<file path="config.mk">
export PLATFORM = sky130hd
export DESIGN_NAME = pipe_track
export DESIGN_NICKNAME = d
export VERILOG_FILES = /design/src/rtl/pipe_track_pkg.sv /design/src/rtl/pipe_track_slot.sv /design/src/rtl/pipe_track.sv
export SDC_FILE = /design/constraint.sdc
export NUM_CORES = 1
export LEC_CHECK = 0
export ABC_AREA = 1
export ABC_CLOCK_PERIOD_IN_PS = 1500
export BUFFER_PORTS_ARGS = -buffer_cell sky130_fd_sc_hd__buf_4
export CORE_UTILIZATION = 45
export CTS_BUF_LIST = sky130_fd_sc_hd__clkbuf_8
export DETAILED_ROUTE_END_ITERATION = 8
export HOLD_SLACK_MARGIN = 0.02
export MAX_ROUTING_LAYER = met4
export PLACE_DENSITY = 0.8
export SLEW_MARGIN = 30
export SYNTH_ARGS = -nofsm -noshare
export SYNTH_HDL_FRONTEND = slang
export SYNTH_HIERARCHICAL = 1
export SYNTH_SLANG_ARGS = --single-unit
</file>
<file path="constraint.sdc">
create_clock -name clk -period 1.5 [get_ports clk]
set_input_delay 0.075 -clock clk [delete_from_list [all_inputs] [get_ports clk]]
set_output_delay 0.075 -clock clk [all_outputs]
set_load 0.005 [all_outputs]
</file>
<file path="src/rtl/pipe_track_pkg.sv">
// rtl/pipe_track_pkg.sv - opcode constants and FSM encodings shared by the pipe tracker
package pipe_track_pkg;

    localparam logic [6:0] OPC_LOAD      = 7'h03;
    localparam logic [6:0] OPC_ARI_ITYPE = 7'h13;
    localparam logic [6:0] OPC_AUIPC     = 7'h17;
    localparam logic [6:0] OPC_STORE     = 7'h23;
    localparam logic [6:0] OPC_ARI_RTYPE = 7'h33;
    localparam logic [6:0] OPC_LUI       = 7'h37;
    localparam logic [6:0] OPC_BRANCH    = 7'h63;
    localparam logic [6:0] OPC_JALR      = 7'h67;
    localparam logic [6:0] OPC_JAL       = 7'h6f;

    localparam logic [6:0] NOP_OPC_DEFAULT = OPC_ARI_ITYPE;

    typedef enum logic [1:0] {
        ST_RUN   = 2'd0,
        ST_FLUSH = 2'd1,
        ST_STALL = 2'd2
    } st_e;

endpackage

</file>
<file path="src/rtl/pipe_track_slot.sv">
// rtl/pipe_track_slot.sv - one tracked pipeline slot (rd/opcode/regwe/valid) with hold and bubble load
module pipe_slot
    import pipe_track_pkg::*;
#(
    parameter int         RF_AW   = 5,
    parameter int         OPC_W   = 7,
    parameter logic [6:0] NOP_OPC = NOP_OPC_DEFAULT
) (
    input  logic             clk,
    input  logic             rst,
    input  logic             hold,
    input  logic             load_bubble,
    input  logic             d_valid,
    input  logic [RF_AW-1:0] d_rd,
    input  logic [OPC_W-1:0] d_opcode,
    input  logic             d_regwe,
    output logic             valid,
    output logic [RF_AW-1:0] rd,
    output logic [OPC_W-1:0] opcode,
    output logic             regwe
);

    localparam logic [OPC_W-1:0] BUBBLE_OPC = OPC_W'(NOP_OPC);

    logic             valid_q, valid_d;
    logic [RF_AW-1:0] rd_q, rd_d;
    logic [OPC_W-1:0] opcode_q, opcode_d;
    logic             regwe_q, regwe_d;

    always_comb begin
        valid_d  = valid_q;
        rd_d     = rd_q;
        opcode_d = opcode_q;
        regwe_d  = regwe_q;
        if (!hold) begin
            if (load_bubble) begin
                valid_d  = 1'b0;
                rd_d     = '0;
                opcode_d = BUBBLE_OPC;
                regwe_d  = 1'b0;
            end else begin
                valid_d  = d_valid;
                rd_d     = d_rd;
                opcode_d = d_opcode;
                regwe_d  = d_regwe;
            end
        end
    end

    always_ff @(posedge clk) begin
        if (rst) begin
            valid_q  <= 1'b0;
            rd_q     <= '0;
            opcode_q <= BUBBLE_OPC;
            regwe_q  <= 1'b0;
        end else begin
            valid_q  <= valid_d;
            rd_q     <= rd_d;
            opcode_q <= opcode_d;
            regwe_q  <= regwe_d;
        end
    end

    assign valid  = valid_q;
    assign rd     = rd_q;
    assign opcode = opcode_q;
    assign regwe  = regwe_q;

endmodule

</file>
<file path="src/rtl/pipe_track.sv">
// rtl/pipe_track.sv - EX/WB destination tracking with stall/flush sequencing for the forwarding unit
module pipe_track
    import pipe_track_pkg::*;
#(
    parameter int         RF_AW   = 5,
    parameter int         OPC_W   = 7,
    parameter logic [6:0] NOP_OPC = NOP_OPC_DEFAULT,
    parameter int         FLUSH_N = 1
) (
    input  logic             clk,
    input  logic             rst,
    input  logic             id_valid,
    input  logic [RF_AW-1:0] id_rd,
    input  logic [OPC_W-1:0] id_opcode,
    input  logic             id_regwe,
    input  logic             stall_req,
    input  logic             redirect,
    output logic             id_hold,
    output logic             ex_valid,
    output logic [RF_AW-1:0] ex_rd,
    output logic [OPC_W-1:0] ex_opcode,
    output logic             ex_regwe,
    output logic             wb_valid,
    output logic [RF_AW-1:0] wb_rd,
    output logic             wb_regwe,
    output logic             flushing
);

    localparam logic [1:0] FLUSH_RELOAD = 2'(FLUSH_N - 1);

    st_e        state_q, state_d;
    logic [1:0] flush_cnt_q, flush_cnt_d;
    logic       pend_q, pend_d;
    logic       pre_state_q, pre_state_d;
    logic       slot_hold, ex_bubble;
    logic       eff_flush, do_redirect;
    logic [OPC_W-1:0] wb_opcode_unused;
    logic             wb_regwe_raw;

    always_comb begin
        state_d     = state_q;
        flush_cnt_d = flush_cnt_q;
        pend_d      = pend_q;
        pre_state_d = pre_state_q;
        slot_hold   = 1'b0;
        ex_bubble   = 1'b0;
        // A stall release acts as one cycle of the pre-stall state, with any latched redirect applied.
        eff_flush   = (state_q == ST_FLUSH) || ((state_q == ST_STALL) && pre_state_q);
        do_redirect = redirect || ((state_q == ST_STALL) && pend_q);

        if (stall_req) begin
            slot_hold = 1'b1;
            state_d   = ST_STALL;
            if (state_q != ST_STALL) begin
                pre_state_d = (state_q == ST_FLUSH);
                pend_d      = redirect;
            end else begin
                pend_d = pend_q | redirect;
            end
        end else begin
            pend_d = 1'b0;
            if (do_redirect) begin
                ex_bubble   = 1'b1;
                flush_cnt_d = FLUSH_RELOAD;
                state_d     = (FLUSH_N > 1) ? ST_FLUSH : ST_RUN;
            end else if (eff_flush) begin
                ex_bubble   = 1'b1;
                flush_cnt_d = (flush_cnt_q != 2'd0) ? flush_cnt_q - 2'd1 : 2'd0;
                state_d     = (flush_cnt_q <= 2'd1) ? ST_RUN : ST_FLUSH;
            end else begin
                ex_bubble = !id_valid;
                state_d   = ST_RUN;
            end
        end
    end

    always_ff @(posedge clk) begin
        if (rst) begin
            state_q     <= ST_RUN;
            flush_cnt_q <= 2'd0;
            pend_q      <= 1'b0;
            pre_state_q <= 1'b0;
        end else begin
            state_q     <= state_d;
            flush_cnt_q <= flush_cnt_d;
            pend_q      <= pend_d;
            pre_state_q <= pre_state_d;
        end
    end

    pipe_slot #(.RF_AW(RF_AW), .OPC_W(OPC_W), .NOP_OPC(NOP_OPC)) u_ex (
        .clk         (clk),
        .rst         (rst),
        .hold        (slot_hold),
        .load_bubble (ex_bubble),
        .d_valid     (id_valid),
        .d_rd        (id_rd),
        .d_opcode    (id_opcode),
        .d_regwe     (id_regwe),
        .valid       (ex_valid),
        .rd          (ex_rd),
        .opcode      (ex_opcode),
        .regwe       (ex_regwe)
    );

    pipe_slot #(.RF_AW(RF_AW), .OPC_W(OPC_W), .NOP_OPC(NOP_OPC)) u_wb (
        .clk         (clk),
        .rst         (rst),
        .hold        (slot_hold),
        .load_bubble (1'b0),
        .d_valid     (ex_valid),
        .d_rd        (ex_rd),
        .d_opcode    (ex_opcode),
        .d_regwe     (ex_regwe),
        .valid       (wb_valid),
        .rd          (wb_rd),
        .opcode      (wb_opcode_unused),
        .regwe       (wb_regwe_raw)
    );

    assign wb_regwe = wb_regwe_raw & wb_valid;
    assign id_hold  = stall_req;
    assign flushing = (state_q == ST_FLUSH);

endmodule
</file>
-- Word-level counts from Yosys, hierarchy flattened
Index checks and enable logic that the tools add are counted.
Widths: inputs -> output; s select.
- register bits after elaboration: 27
- logic and storage cells: 48
- $add $sub $neg: 1
- order comparisons: 1
- equal/unequal tests: 3
- mux-type cells: 16
- bitwise gates (word level): 4
- reductions and logical operators: 11
- operators by type and width (kind ; count):
    $mux 1 ; 10
    $mux 2 ; 4
    $mux 7 ; 1
    $mux 5 ; 1
    $reduce_and 2->1 ; 2
    $reduce_bool 2->1 ; 2
    $reduce_or 4->1 ; 1
    $eq 2x1->1 const B ; 1
    $eq 2x2->1 const B ; 1
    $le 2x1->1 const B ; 1
    $logic_and 1x1->1 ; 2
    $logic_or 1x1->1 ; 2
    $ne 2x2->1 const B ; 1
    $not 1->1 ; 2
    $reduce_or 2->1 ; 1
    $sub 2x1->2 const B ; 1
    $and 1x1->1 ; 1
    $logic_not 1->1 ; 1
    $or 1x1->1 ; 1

-- Depth between registers and ports, before layout
Gate-level depths: netlist of the first run.
- word-level depth: 7
- gate-level depth with buffers: 9
- mapped depth without buffers: 8

-- By module
The synthesis of the first run kept the hierarchy.
- modules (own cells, without submodules) (module ; times used ; cells an instance ; area each (µm²) ; sequential area each (µm²)):
    pipe_slot ; 2 ; 63 ; 581.8 ; 280.3
    pipe_track ; 1 ; 45 ; 311.5 ; 120.1

-- Worst setup path before layout of the first run
Ideal clock, no wire load.
- path kind: register to register
- from: register state_q[1]
- to: register u_ex.opcode_q[2] (netlist: u_ex/opcode[2])
- library setup time: 0.066 ns
- arrival: 1.292 ns
- setup slack: 0.142 ns
- cell stages (with the launch flop): 10
- cells stage by stage: dfxtp_1 inv_2 nand2_2 nand2_2 o21ai_2 o21ai_0 nor2_4 buf_12 nand2_2 a21oi_2
- longest elaborated chain between the ends: 7
- elaborated cells on any way between the ends: 10
- ends and longest elaborated chain (item ; line ; RTL):
    start, declared ; pipe_track.sv:31 ; st_e state_q, state_d;
    start signal, assigned ; pipe_track.sv:84 ; state_q <= state_d;
    $eq 2x2->1 ; pipe_track.sv:48, pipe_track.sv:49 ;
    $logic_and 1x1->1 ; pipe_track.sv:48 ; eff_flush = (state_q == ST_FLUSH) || ((state_q == ST_STALL) && pre_state_q);
    $logic_or 1x1->1 ; pipe_track.sv:48 ;
    $mux 1 ; pipe_track.sv:66 ; end else if (eff_flush) begin
    $mux 1 (*) ; pipe_track.sv:62 ; if (do_redirect) begin
    $mux 1 (*) ; pipe_track.sv:51 ; if (stall_req) begin
    via ex_bubble ; pipe_track.sv:35 ; logic slot_hold, ex_bubble;
    $mux 7 (*) ; pipe_track_slot.sv:36 ; if (load_bubble) begin
    end signal, assigned ; pipe_track_slot.sv:59 ; opcode_q <= opcode_d;
    end, declared ; pipe_track_slot.sv:27 ; logic [OPC_W-1:0] opcode_q, opcode_d;
The timed path passes the listed nets; every way through them passes the cells marked *.
A chain may end at the register's enable or synchronous reset.

-- Final worst setup path of the first run
- from: register state_q[1]
- to: register u_ex.opcode_q[4] (netlist: u_ex/opcode[4])
Same word-level chain as after synthesis.

==> results.md, run 1 <==
- Pins Over Slew Limit: 0
- Pre-CTS setup slack: -0.0264 ns
- Setup clock skew after layout: 0.00364 ns
- Leading cell type in the layout, fill and taps excluded: sky130_fd_sc_hd__buf_4
- Fin crit period: 1.41 ns
- Number of violations of the max-capacitance limit: 0
- WL final: 2440 um
- Cells on worst reg2reg path: 8
- Die Area: 2900 um2
- Cells on Worst Hold Path: 3
- Setup ws final: 0.0932 ns
- Critical path arrival: 1.56 ns
- Antenna diodes: 0
- Via count normalized by instance count: 4.64
- Path class of the lowest-slack min-delay path: input port to register
- Top-Level Pins: 41
- Number of antenna violations at the first check in global routing: 0
- Area added between synthesis and finish: 28.1%
- Filler Cells Inserted: 236
- Outcome: finished, final reports clean
- Area used by sequential logic in the layout: 542 um2
- Via Count: 970
- Total track usage: 18.8%
- Category of the worst setup path capture point: register
- Hold path startpoint: id_opcode[0]
- Nets: 198
- Number of synthesis warnings: 6
- Chip Width: 53.9 um
- Synthesized area per cell: 8.59 um2
- Clock latency reported for the late side of the worst-skew pair: 0.27 ns
- Highest achievable clock rate: 711 MHz
- CTS Buf Count: 3
- Synth Cell Area: 1210 um2
- Data required time at the worst endpoint: 1.65 ns
- Final RePlAce weighted congestion: 0.796
- Portion of the clock cycle consumed by the worst path in the final layout: 93.8%
- Final setup violation count: 0
- Power density of the placed cells: 870 nW/um2
- Clock transition at the registers of the reported paths: 0.09 ns
- Average routed wire per standard cell: 11.7 um
- Remaining global-route overflow: 0
- Max H-tree Level: 1
- Vertical extent of the die: 53.9 um
- Vias in the first global route: 848
- CTS tree: done
- Worst hold path endpoint: u_ex/opcode[0]$_SDFFE_PP1N_
- Crit Path Max Fanout: 3
- Count of TritonRoute iterations in the first routing pass: 4
- Global-route wire length before repair: 3720 um
- TritonCTS Sinks: 27
- Worst reg2reg path endpoint: u_ex/opcode[4]$_SDFFE_PP1N_
- Detailed-placement wirelength estimate: 1800 um
- # rows: 18
- Routed Antenna Nets: 0
- Post-route core utilization: 62.1%
- Commonest non-fill, non-tap cells in the layout: sky130_fd_sc_hd__buf_4 (42), sky130_fd_sc_hd__nand2_1 (32), sky130_fd_sc_hd__dfxtp_1 (26)
- DRC violation count after routing: 0
- Largest net degree at the start of global routing: 26
- Startpoint types: register
- Longest Clk Path Bufs: 2
- Effective utilization at floorplan: 48.4%
- Leakage component of the power: 0.675 nW
- Cell chosen for the clock root: sky130_fd_sc_hd__clkbuf_8
- Worst reg-to-reg setup slack: 0.09 ns
- Synth Instances: 141
- Number of endpoints with negative hold slack in the final report: 0
- Area taken by multi-input logic gates: 536 um2
- Critical path start-end classification: register to register
- Fraction of layout cells with a size suffix above 1: 50.8%
- Max IR drop VDD: 0.000898 V
- Standard cell core area: 2500 um2
- Post-CTS setup buffer count: 0
- Reg-to-reg startpoint: state_q[1]$_SDFF_PP0_
- Fin Setup TNS: 0 ns
- Buffers added on ports: 40
- Synthesized Nets: 159
- Final Hold Slack: 0.0235 ns
- Starting DRT DRC Count: 11
layer usage:
| metal | wire (um) | global-route usage (%) |
|---|---|---|
| met3 | 91 | 5.08 |
| met2 | 1260 | 30.7 |
| met4 | 25 | 5.26 |
| met5 | 0 | - |
| met1 | 1060 | 22.4 |
metrics by stage:
stage	cell area, um2	instances	power, mW
floorplan	1210	141	0.889
global placement	1490	205	0.963
detailed placement	1490	205	0.971
CTS	1540	209	1.36
global route	1550	209	1.41
finish	1550	209	1.35
worst max-delay path: stages, from the launching register on:
cell and delay (ns):
sky130_fd_sc_hd__dfxtp_1 0.40, sky130_fd_sc_hd__inv_2 0.05, sky130_fd_sc_hd__nand2_2 0.07, sky130_fd_sc_hd__nand2_2 0.08, sky130_fd_sc_hd__o21ai_4 0.18, sky130_fd_sc_hd__o21ai_2 0.10, sky130_fd_sc_hd__buf_4 0.15, sky130_fd_sc_hd__o21ai_0 0.17
sky130_fd_sc_hd__nand3_1 0.09
repair_timing:
action | in CTS | in global routing
resized for setup | 1 | 4
endpoints found under the setup margin | 2 | 13
hold buffers | 0 | 0
pin swaps | 0 | 0
cell type report:
| cell class | count | area share [%] |
|---|---|---|
| Sequential cell | 27 | 34.9 |
| Clock inverter | 1 | 0.242 |
| Multi-Input combinational cell | 90 | 34.5 |
| Timing Repair Buffer | 43 | 21.6 |
| Clock buffer | 3 | 2.66 |
| Tap cell | 30 | 2.42 |
| Inverter | 15 | 3.63 |
registers in the layout, indices dropped and copies added (netlist names):
signal and flops:
u_ex/valid 1, u_ex/regwe 1, flush_cnt_q 2, u_ex/rd 5, u_wb/valid 1, pend_q 1
u_ex/opcode 7, u_wb/rd 5, u_wb/regwe 1, state_q 2, pre_state_q 1
power by group:
part	switching, mW	internal (mW)	leakage [nW]
clock	0.209	0.183	0.0269
sequential	0.0176	0.742	0.221
combinational	0.101	0.0966	0.427
worst max path at each step:
| stage | depth (start not counted) | start | endpoint | slack (ns) |
|---|---|---|---|---|
| 6_report | 8 | state_q[1]$_SDFF_PP0_ | u_ex/opcode[4]$_SDFFE_PP1N_ | 0.09 |
| 5_1_grt | 8 | state_q[1]$_SDFF_PP0_ | u_ex/opcode[4]$_SDFFE_PP1N_ | -0.002 |
| 4_1_cts | 8 | state_q[1]$_SDFF_PP0_ | u_ex/opcode[4]$_SDFFE_PP1N_ | 0.04 |
| 3_5_place_dp | 8 | state_q[1]$_SDFF_PP0_ | u_ex/opcode[0]$_SDFFE_PP1N_ | -0.03 |
| 3_3_place_gp | 8 | state_q[0]$_SDFF_PP0_ | u_ex/opcode[1]$_SDFFE_PP1N_ | 0.06 |
| 2_1_floorplan | 9 | state_q[1]$_SDFF_PP0_ | u_ex/opcode[2]$_SDFFE_PP0N_ | 0.14 |
Note: power is estimated with default switching activity, not from simulation.
==> run 2: changes to the inputs <==
--- a/config.mk
+++ b/config.mk
@@ -6,7 +6,6 @@
 export NUM_CORES = 1
 export LEC_CHECK = 0
 export ABC_AREA = 1
-export ABC_CLOCK_PERIOD_IN_PS = 1500
 export BUFFER_PORTS_ARGS = -buffer_cell sky130_fd_sc_hd__buf_4
 export CORE_UTILIZATION = 45
 export CTS_BUF_LIST = sky130_fd_sc_hd__clkbuf_8
@@ -14,6 +13,7 @@
 export HOLD_SLACK_MARGIN = 0.02
 export MAX_ROUTING_LAYER = met4
 export PLACE_DENSITY = 0.8
+export SETUP_SLACK_MARGIN = 0.15
 export SLEW_MARGIN = 30
 export SYNTH_ARGS = -nofsm -noshare
 export SYNTH_HDL_FRONTEND = slang
==> results.md, run 2 (same netlist as run 1, synthesis figures left out) <==
- Number of antenna violations at the first check in global routing: 0 (unchanged)
- Delay contributed by the slowest stage of the critical path: 0.37 ns (was 0.40 ns)
- Global-route wire length before repair: 4010 um (was 3720 um)
- Vias in the first global route: 916 (was 848)
- Nets: 202 (was 198)
- Total track usage: 19.4% (was 18.8%)
- Data required time at the worst endpoint: 1.70 ns (was 1.65 ns)
- TritonCTS Sinks: 27 (unchanged)
- Pins Over Slew Limit: 0 (unchanged)
- Longest Clk Path Bufs: 2 (unchanged)
- CP max-delay cell: sky130_fd_sc_hd__dfxtp_2 (was sky130_fd_sc_hd__dfxtp_1)
- Clock latency reported for the late side of the worst-skew pair: 0.26 ns (was 0.27 ns)
- Remaining global-route overflow: 0 (unchanged)
- Effective utilization at floorplan: 48.4% (unchanged)
- Final RePlAce weighted congestion: 0.748 (was 0.796)
- Startpoint types: register (unchanged)
- Final Hold Slack: 0.0177 ns (was 0.0235 ns)
- Critical path start-end classification: register to register (unchanged)
- Overall power: 1.37 mW (was 1.35 mW)
- Chip Width: 53.9 um (unchanged)
- Path class of the lowest-slack min-delay path: input port to register (unchanged)
- Max IR drop VDD: 0.000503 V (was 0.000898 V)
- Critical path arrival: 1.53 ns (was 1.56 ns)
- RSZ-0062 raised after global routing: true
- Outcome: finished, final reports clean (unchanged)
- # rows: 18 (unchanged)
- Flip-flop count of the largest register after layout: 7 (unchanged)
- Number of endpoints with negative hold slack in the final report: 0 (unchanged)
- Most used cell, CP: sky130_fd_sc_hd__o21ai_2 (was sky130_fd_sc_hd__nand2_2)
- Leakage component of the power: 0.707 nW (was 0.675 nW)
- Portion of the clock cycle consumed by the worst path in the final layout: 89.0% (was 93.8%)
- Clock transition at the registers of the reported paths: 0.09 ns (about the same)
- Starting DRT DRC Count: 26 (was 11)
- Standard cell core area: 2500 um2 (unchanged)
- Power density of the placed cells: 846 nW/um2 (was 870 nW/um2)
- Die Area: 2900 um2 (unchanged)
- Cell chosen for the clock root: sky130_fd_sc_hd__clkbuf_8 (unchanged)
- Crit-path cells: inv_2, nand3_2, nand2_2, o21ai_2, o21ai_2, nor2_4, buf_12, nand2_1, a21oi_1 (was inv_2, nand2_2, nand2_2, o21ai_4, o21ai_2, buf_4, o21ai_0, nand3_1)
- Dpl cell area: 1490 um2 (about the same)
- Top-Level Pins: 41 (unchanged)
- Highest achievable clock rate: 749 MHz (was 711 MHz)
- Buffers added on ports: 40 (unchanged)
- Routed Antenna Nets: 0 (unchanged)
- WL final: 2540 um (was 2440 um)
- Filler Cells Inserted: 208 (was 236)
- DRC violation count after routing: 0 (unchanged)
- Category of the worst setup path capture point: register (unchanged)
- Vertical extent of the die: 53.9 um (unchanged)
- Via Count: 1001 (was 970)
- Design area: 1620 um2 (was 1550 um2)
- Count of TritonRoute iterations in the first routing pass: 4 (unchanged)
- CTS Buf Count: 3 (unchanged)
- Fraction of layout cells with a size suffix above 1: 54.6% (was 50.8%)
- Leading cell type in the layout, fill and taps excluded: sky130_fd_sc_hd__buf_4 (unchanged)
- Number of cells in the finished layout apart from fillers: 213 (was 209)
- Commonest non-fill, non-tap cells in the layout: sky130_fd_sc_hd__buf_4 (44), sky130_fd_sc_hd__nand2_1 (32), sky130_fd_sc_hd__dfxtp_1 (25) (was sky130_fd_sc_hd__buf_4 (42), sky130_fd_sc_hd__nand2_1 (32), sky130_fd_sc_hd__dfxtp_1 (26))
- Detailed-placement wirelength estimate: 1810 um (was 1800 um)
- Area added between synthesis and finish: 33.5% (was 28.1%)
- Crit Path Max Fanout: 6 (was 3)
- Number of violations of the max-capacitance limit: 0 (unchanged)
- Setup clock skew after layout: 0.00337 ns (was 0.00364 ns)
- Antenna diodes: 0 (unchanged)
- Max H-tree Level: 1 (unchanged)
- Fin crit period: 1.34 ns (was 1.41 ns)
- Average routed wire per standard cell: 11.9 um (was 11.7 um)
- CTS tree: done (unchanged)
- Final setup violation count: 0 (unchanged)
- Via count normalized by instance count: 4.70 (was 4.64)
- Placed Cells: 204 (was 205)
- Fin Setup TNS: 0 ns (unchanged)
- Largest net degree at the start of global routing: 24 (was 26)
run 2: final cells by class:
| type | instances | area (um2) | share of cell area [%] |
|---|---|---|---|
| Timing Repair Buffer | 47 | 385 | 23.8 |
| Multi-Input combinational cell | 90 | 549 | 34.0 |
| Clock inverter | 1 | 3.75 | 0.232 |
| Inverter | 15 | 56.3 | 3.48 |
| Clock buffer | 3 | 41.3 | 2.55 |
| Tap cell | 30 | 37.5 | 2.32 |
| Sequential cell | 27 | 543 | 33.6 |
run 2: final timing paths:
check,startpoint,end,slack (ns),depth (start not counted)
worst max-delay path,state_q[0]$_SDFF_PP0_,u_ex/rd[0]$_SDFFE_PP0N_,0.16,9
worst min register to register,u_wb/rd[0]$_SDFFE_PP0N_,u_wb/rd[0]$_SDFFE_PP0N_,0.47,2
worst min-delay path,id_opcode[4],u_ex/opcode[4]$_SDFFE_PP1N_,0.02,3
worst max register to register,state_q[0]$_SDFF_PP0_,u_ex/rd[0]$_SDFFE_PP0N_,0.16,9
run 2: through the flow:
step                      util [%]  setup WS (ns)
final                         64.7          0.165
after CTS                     61.8          0.126
after global routing          64.7         0.0590
after detailed placement      59.5         0.0523
after floorplan                  -          0.220
after global placement        59.5          0.139
run 2: what timing repair did:
item,CTS,global route
endpoints found under the setup margin,11,14
hold buffers,0,1
resized for setup,3,9
gates cloned,0,1
pin swaps,1,1
setup buffers,1,2
endpoints found under the hold margin,0,1
run 2: where the power goes:
part	leakage, nW	internal, mW	switching (mW)	total (mW)
Sequential	0.221	0.743	0.0188	0.762
Clock	0.0269	0.183	0.206	0.388
Combinational	0.459	0.111	0.106	0.217
run 2: per-layer routing:
layer	routed length (um)	track usage, %
met5	0	-
met4	26	5.70
met3	92	2.82
met2	1320	33.5
met1	1090	22.9
run 2: critical path: cells and delay by family, from the launching register on:
| family | cells | cell delay [ns] |
|---|---|---|
| compound gates | 3 | 0.38 |
| flops | 1 | 0.37 |
| simple gates | 4 | 0.33 |
| buf+inv | 2 | 0.19 |
==> run 3: changes to the inputs <==
--- a/config.mk
+++ b/config.mk
@@ -6,9 +6,11 @@
 export NUM_CORES = 1
 export LEC_CHECK = 0
 export ABC_AREA = 1
-export BUFFER_PORTS_ARGS = -buffer_cell sky130_fd_sc_hd__buf_4
+export BUFFER_PORTS_ARGS = -buffer_cell sky130_fd_sc_hd__buf_2
+export CORE_ASPECT_RATIO = 1.25
 export CORE_UTILIZATION = 45
 export CTS_BUF_LIST = sky130_fd_sc_hd__clkbuf_8
+export CTS_CLUSTER_SIZE = 16
 export DETAILED_ROUTE_END_ITERATION = 8
 export HOLD_SLACK_MARGIN = 0.02
 export MAX_ROUTING_LAYER = met4
==> results.md, run 3 (same netlist as run 1, synthesis figures left out) <==
- Area taken by multi-input logic gates: 548 um2 (was 549 um2)
- Via count normalized by instance count: 4.81 (was 4.70)
- Average routed wire per standard cell: 11.5 um (was 11.9 um)
- Internal power of the cells: 1.01 mW (was 1.04 mW)
- Design area: 1500 um2 (was 1620 um2)
- Critical path start-end classification: register to register (unchanged)
- Setup clock skew after layout: 0.00418 ns (was 0.00337 ns)
- Buffers added on ports: 40 (unchanged)
- Outcome: finished, final reports clean (unchanged)
- Standard cell core area: 2500 um2 (about the same)
- Crit Path Max Fanout: 9 (was 6)
- Antenna diodes: 0 (unchanged)
- Top-Level Pins: 41 (unchanged)
- Path class of the lowest-slack min-delay path: input port to register (unchanged)
- Worst path top cell family by delay: compound AO/OA/AOI/OAI gates (unchanged)
- Via Count: 1035 (was 1001)
- Routed Antenna Nets: 0 (unchanged)
- Max Used Layer: met4 (unchanged)
- Cells on worst reg2reg path: 9 (unchanged)
- Fin crit period: 1.35 ns (was 1.34 ns)
- Detailed-route wire length on metal 1: 1040 um (was 1090 um)
- RSZ-0062 raised after global routing: true (unchanged)
- Worst Path Buf+Inv: 2 (unchanged)
- Worst reg2reg path endpoint: u_ex/opcode[3]$_SDFFE_PP0N_ (was u_ex/rd[0]$_SDFFE_PP0N_)
- Final setup violation count: 0 (unchanged)
- Overall power: 1.35 mW (was 1.37 mW)
- Hold path startpoint: id_rd[3] (was id_opcode[4])
- Routed wl met2: 1220 um (was 1320 um)
- Clock transition at the registers of the reported paths: 0.09 ns (about the same)
- CTS Buf Count: 3 (unchanged)
- Post-route core utilization: 59.8% (was 64.7%)
- Die Area: 2900 um2 (about the same)
- Effective utilization at floorplan: 48.4% (about the same)
- Power share of the clock group: 30.5% (was 28.4%)
- Cell chosen for the clock root: sky130_fd_sc_hd__clkbuf_8 (unchanged)
- Area used by sequential logic in the layout: 546 um2 (was 543 um2)
- Vias in the first global route: 944 (was 916)
- CTS tree: done (unchanged)
- TritonCTS Sinks: 27 (unchanged)
- Leading cell type in the layout, fill and taps excluded: sky130_fd_sc_hd__buf_2 (was sky130_fd_sc_hd__buf_4)
- Final Hold Slack: 0.0368 ns (was 0.0177 ns)
- Total track usage: 18.2% (was 19.4%)
- Reg-to-reg startpoint: state_q[0]$_SDFF_PP0_ (unchanged)
- Dpl cell area: 1390 um2 (was 1490 um2)
- Starting DRT DRC Count: 22 (was 26)
- Metal3 WL: 136 um (was 92 um)
- Area added between synthesis and finish: 23.5% (was 33.5%)
- Global-route wire length before repair: 3960 um (was 4010 um)
- Crit-path cells: inv_1, nand3_2, nand2_2, o21ai_4, o21ai_4, nor2_4, buf_12, nand2_2, a21oi_2 (was inv_2, nand3_2, nand2_2, o21ai_2, o21ai_2, nor2_4, buf_12, nand2_1, a21oi_1)
- Max H-tree Level: 1 (unchanged)
- Placed Cells: 208 (was 204)
- Part of the total power dissipated in sequential elements: 56.1% (was 55.7%)
- Count of TritonRoute iterations in the first routing pass: 5 (was 4)
- Data required time at the worst endpoint: 1.71 ns (was 1.70 ns)
- Chip Width: 48.4 um (was 53.9 um)
- Power density of the placed cells: 904 nW/um2 (was 846 nW/um2)
- # rows: 20 (was 18)
- Detailed-placement wirelength estimate: 1830 um (was 1810 um)
- Portion of the clock cycle consumed by the worst path in the final layout: 89.7% (was 89.0%)
- Portion of total power attributed to combinational logic: 13.4% (was 15.9%)
- Number of violations of the max-capacitance limit: 0 (unchanged)
- Longest Clk Path Bufs: 2 (unchanged)
- Critical path arrival: 1.56 ns (was 1.53 ns)
- Number of cells in the finished layout apart from fillers: 215 (was 213)
- Worst Setup EP: u_ex/opcode[3]$_SDFFE_PP0N_ (was u_ex/rd[0]$_SDFFE_PP0N_)
- Source of the critical timing path: state_q[0]$_SDFF_PP0_ (unchanged)
- Delay contributed by the slowest stage of the critical path: 0.35 ns (was 0.37 ns)
- Highest achievable clock rate: 743 MHz (was 749 MHz)
- Pins Over Slew Limit: 0 (unchanged)
- Remaining global-route overflow: 0 (unchanged)
- Clock latency reported for the late side of the worst-skew pair: 0.27 ns (was 0.26 ns)
- Startpoint types: register (unchanged)
- Switching Fraction: 25.6% (was 24.2%)
- Fraction of layout cells with a size suffix above 1: 53.3% (was 54.6%)
- Net Sw Power: 0.346 mW (was 0.330 mW)
- WL final: 2480 um (was 2540 um)
- DRC violation count after routing: 0 (unchanged)
- Worst reg-to-reg setup slack: 0.15 ns (was 0.16 ns)
- Final RePlAce weighted congestion: 0.805 (was 0.748)
- Flip-flop count of the largest register after layout: 7 (unchanged)
- Max IR drop VDD: 0.000709 V (was 0.000503 V)
- Largest net degree at the start of global routing: 16 (was 24)
- Crit. path cell count: 9 (unchanged)
- CP max-delay cell: sky130_fd_sc_hd__dfxtp_2 (unchanged)
- Leakage component of the power: 0.670 nW (was 0.707 nW)
- Category of the worst setup path capture point: register (unchanged)
- Vertical extent of the die: 60.0 um (was 53.9 um)
- Commonest non-fill, non-tap cells in the layout: sky130_fd_sc_hd__buf_2 (40), sky130_fd_sc_hd__nand2_1 (32), sky130_fd_sc_hd__dfxtp_1 (25) (was sky130_fd_sc_hd__buf_4 (44), sky130_fd_sc_hd__nand2_1 (32), sky130_fd_sc_hd__dfxtp_1 (25))
- Number of endpoints with negative hold slack in the final report: 0 (unchanged)
- Number of antenna violations at the first check in global routing: 0 (unchanged)
- Filler Cells Inserted: 228 (was 208)
- Nets: 201 (was 202)
[run 3: changes by cell type in the layout (fill, tap and decap cells not counted), moves of 2 or more]
| cell | previous run | this run |
|---|---|---|
| sky130_fd_sc_hd__o21ai_4 | 0 | 2 |
| sky130_fd_sc_hd__buf_2 | 0 | 40 |
| sky130_fd_sc_hd__o21ai_0 | 0 | 3 |
| sky130_fd_sc_hd__o21ai_2 | 6 | 1 |
| sky130_fd_sc_hd__buf_4 | 44 | 5 |
[run 3: worst min-delay path by stage]
stage	endpoint	slack, ns	cells past startpoint
floorplan	u_ex/rd[0]$_SDFFE_PP0N_	0.14	1
global placement	u_ex/opcode[4]$_SDFFE_PP1N_	0.31	3
detailed placement	u_ex/opcode[4]$_SDFFE_PP1N_	0.31	3
CTS	u_ex/opcode[4]$_SDFFE_PP1N_	0.04	3
global route	u_ex/opcode[1]$_SDFFE_PP1N_	0.03	3
finish	u_ex/rd[3]$_SDFFE_PP0N_	0.04	3
[run 3: layout make-up]
class	count	share of cell area (%)
sequential	27	36.5
multi-input combinational	90	36.7
inverter	15	3.77
clock buffer	3	2.76
clock inverter	1	0.335
timing repair buffer	46	17.2
tap	33	2.76
[run 3: repair_timing]
item                       4_1_cts  5_1_grt
setup endpoints to repair       14       12
gates resized for setup          4        3
hold buffers                     0        0
pin swaps                        2        2
gates cloned                     0        0
setup buffers                    2        1
[run 3: worst min-delay path: stages]
cell and delay [ns]:
sky130_fd_sc_hd__buf_2 0.10, sky130_fd_sc_hd__nand2_2 0.06, sky130_fd_sc_hd__a21oi_2 0.04
[run 3: per-layer routing]
layer  global-route usage (%)  vias up
met5                        -        -
met3                     3.82        8
met4                     7.56        0
met1                     20.2      470
li1                         -      519
met2                     32.2       38
[run 3: power by group through the flow]
stage / logic [mW] / registers [mW] / clock network (mW)
after floorplan: 0.113 / 0.776 / 0
after global placement: 0.157 / 0.775 / 0
after detailed placement: 0.162 / 0.775 / 0
after CTS: 0.176 / 0.760 / 0.414
after global routing: 0.199 / 0.763 / 0.440
final: 0.181 / 0.759 / 0.413
[run 3: per-stage QoR]
step | setup slack (ns) | TNS (ns)
6_report | 0.154 | 0
2_1_floorplan | 0.220 | 0
3_5_place_dp | -0.0301 | -0.157
5_1_grt | 0.0210 | 0
4_1_cts | 0.116 | 0
3_3_place_gp | 0.0572 | 0
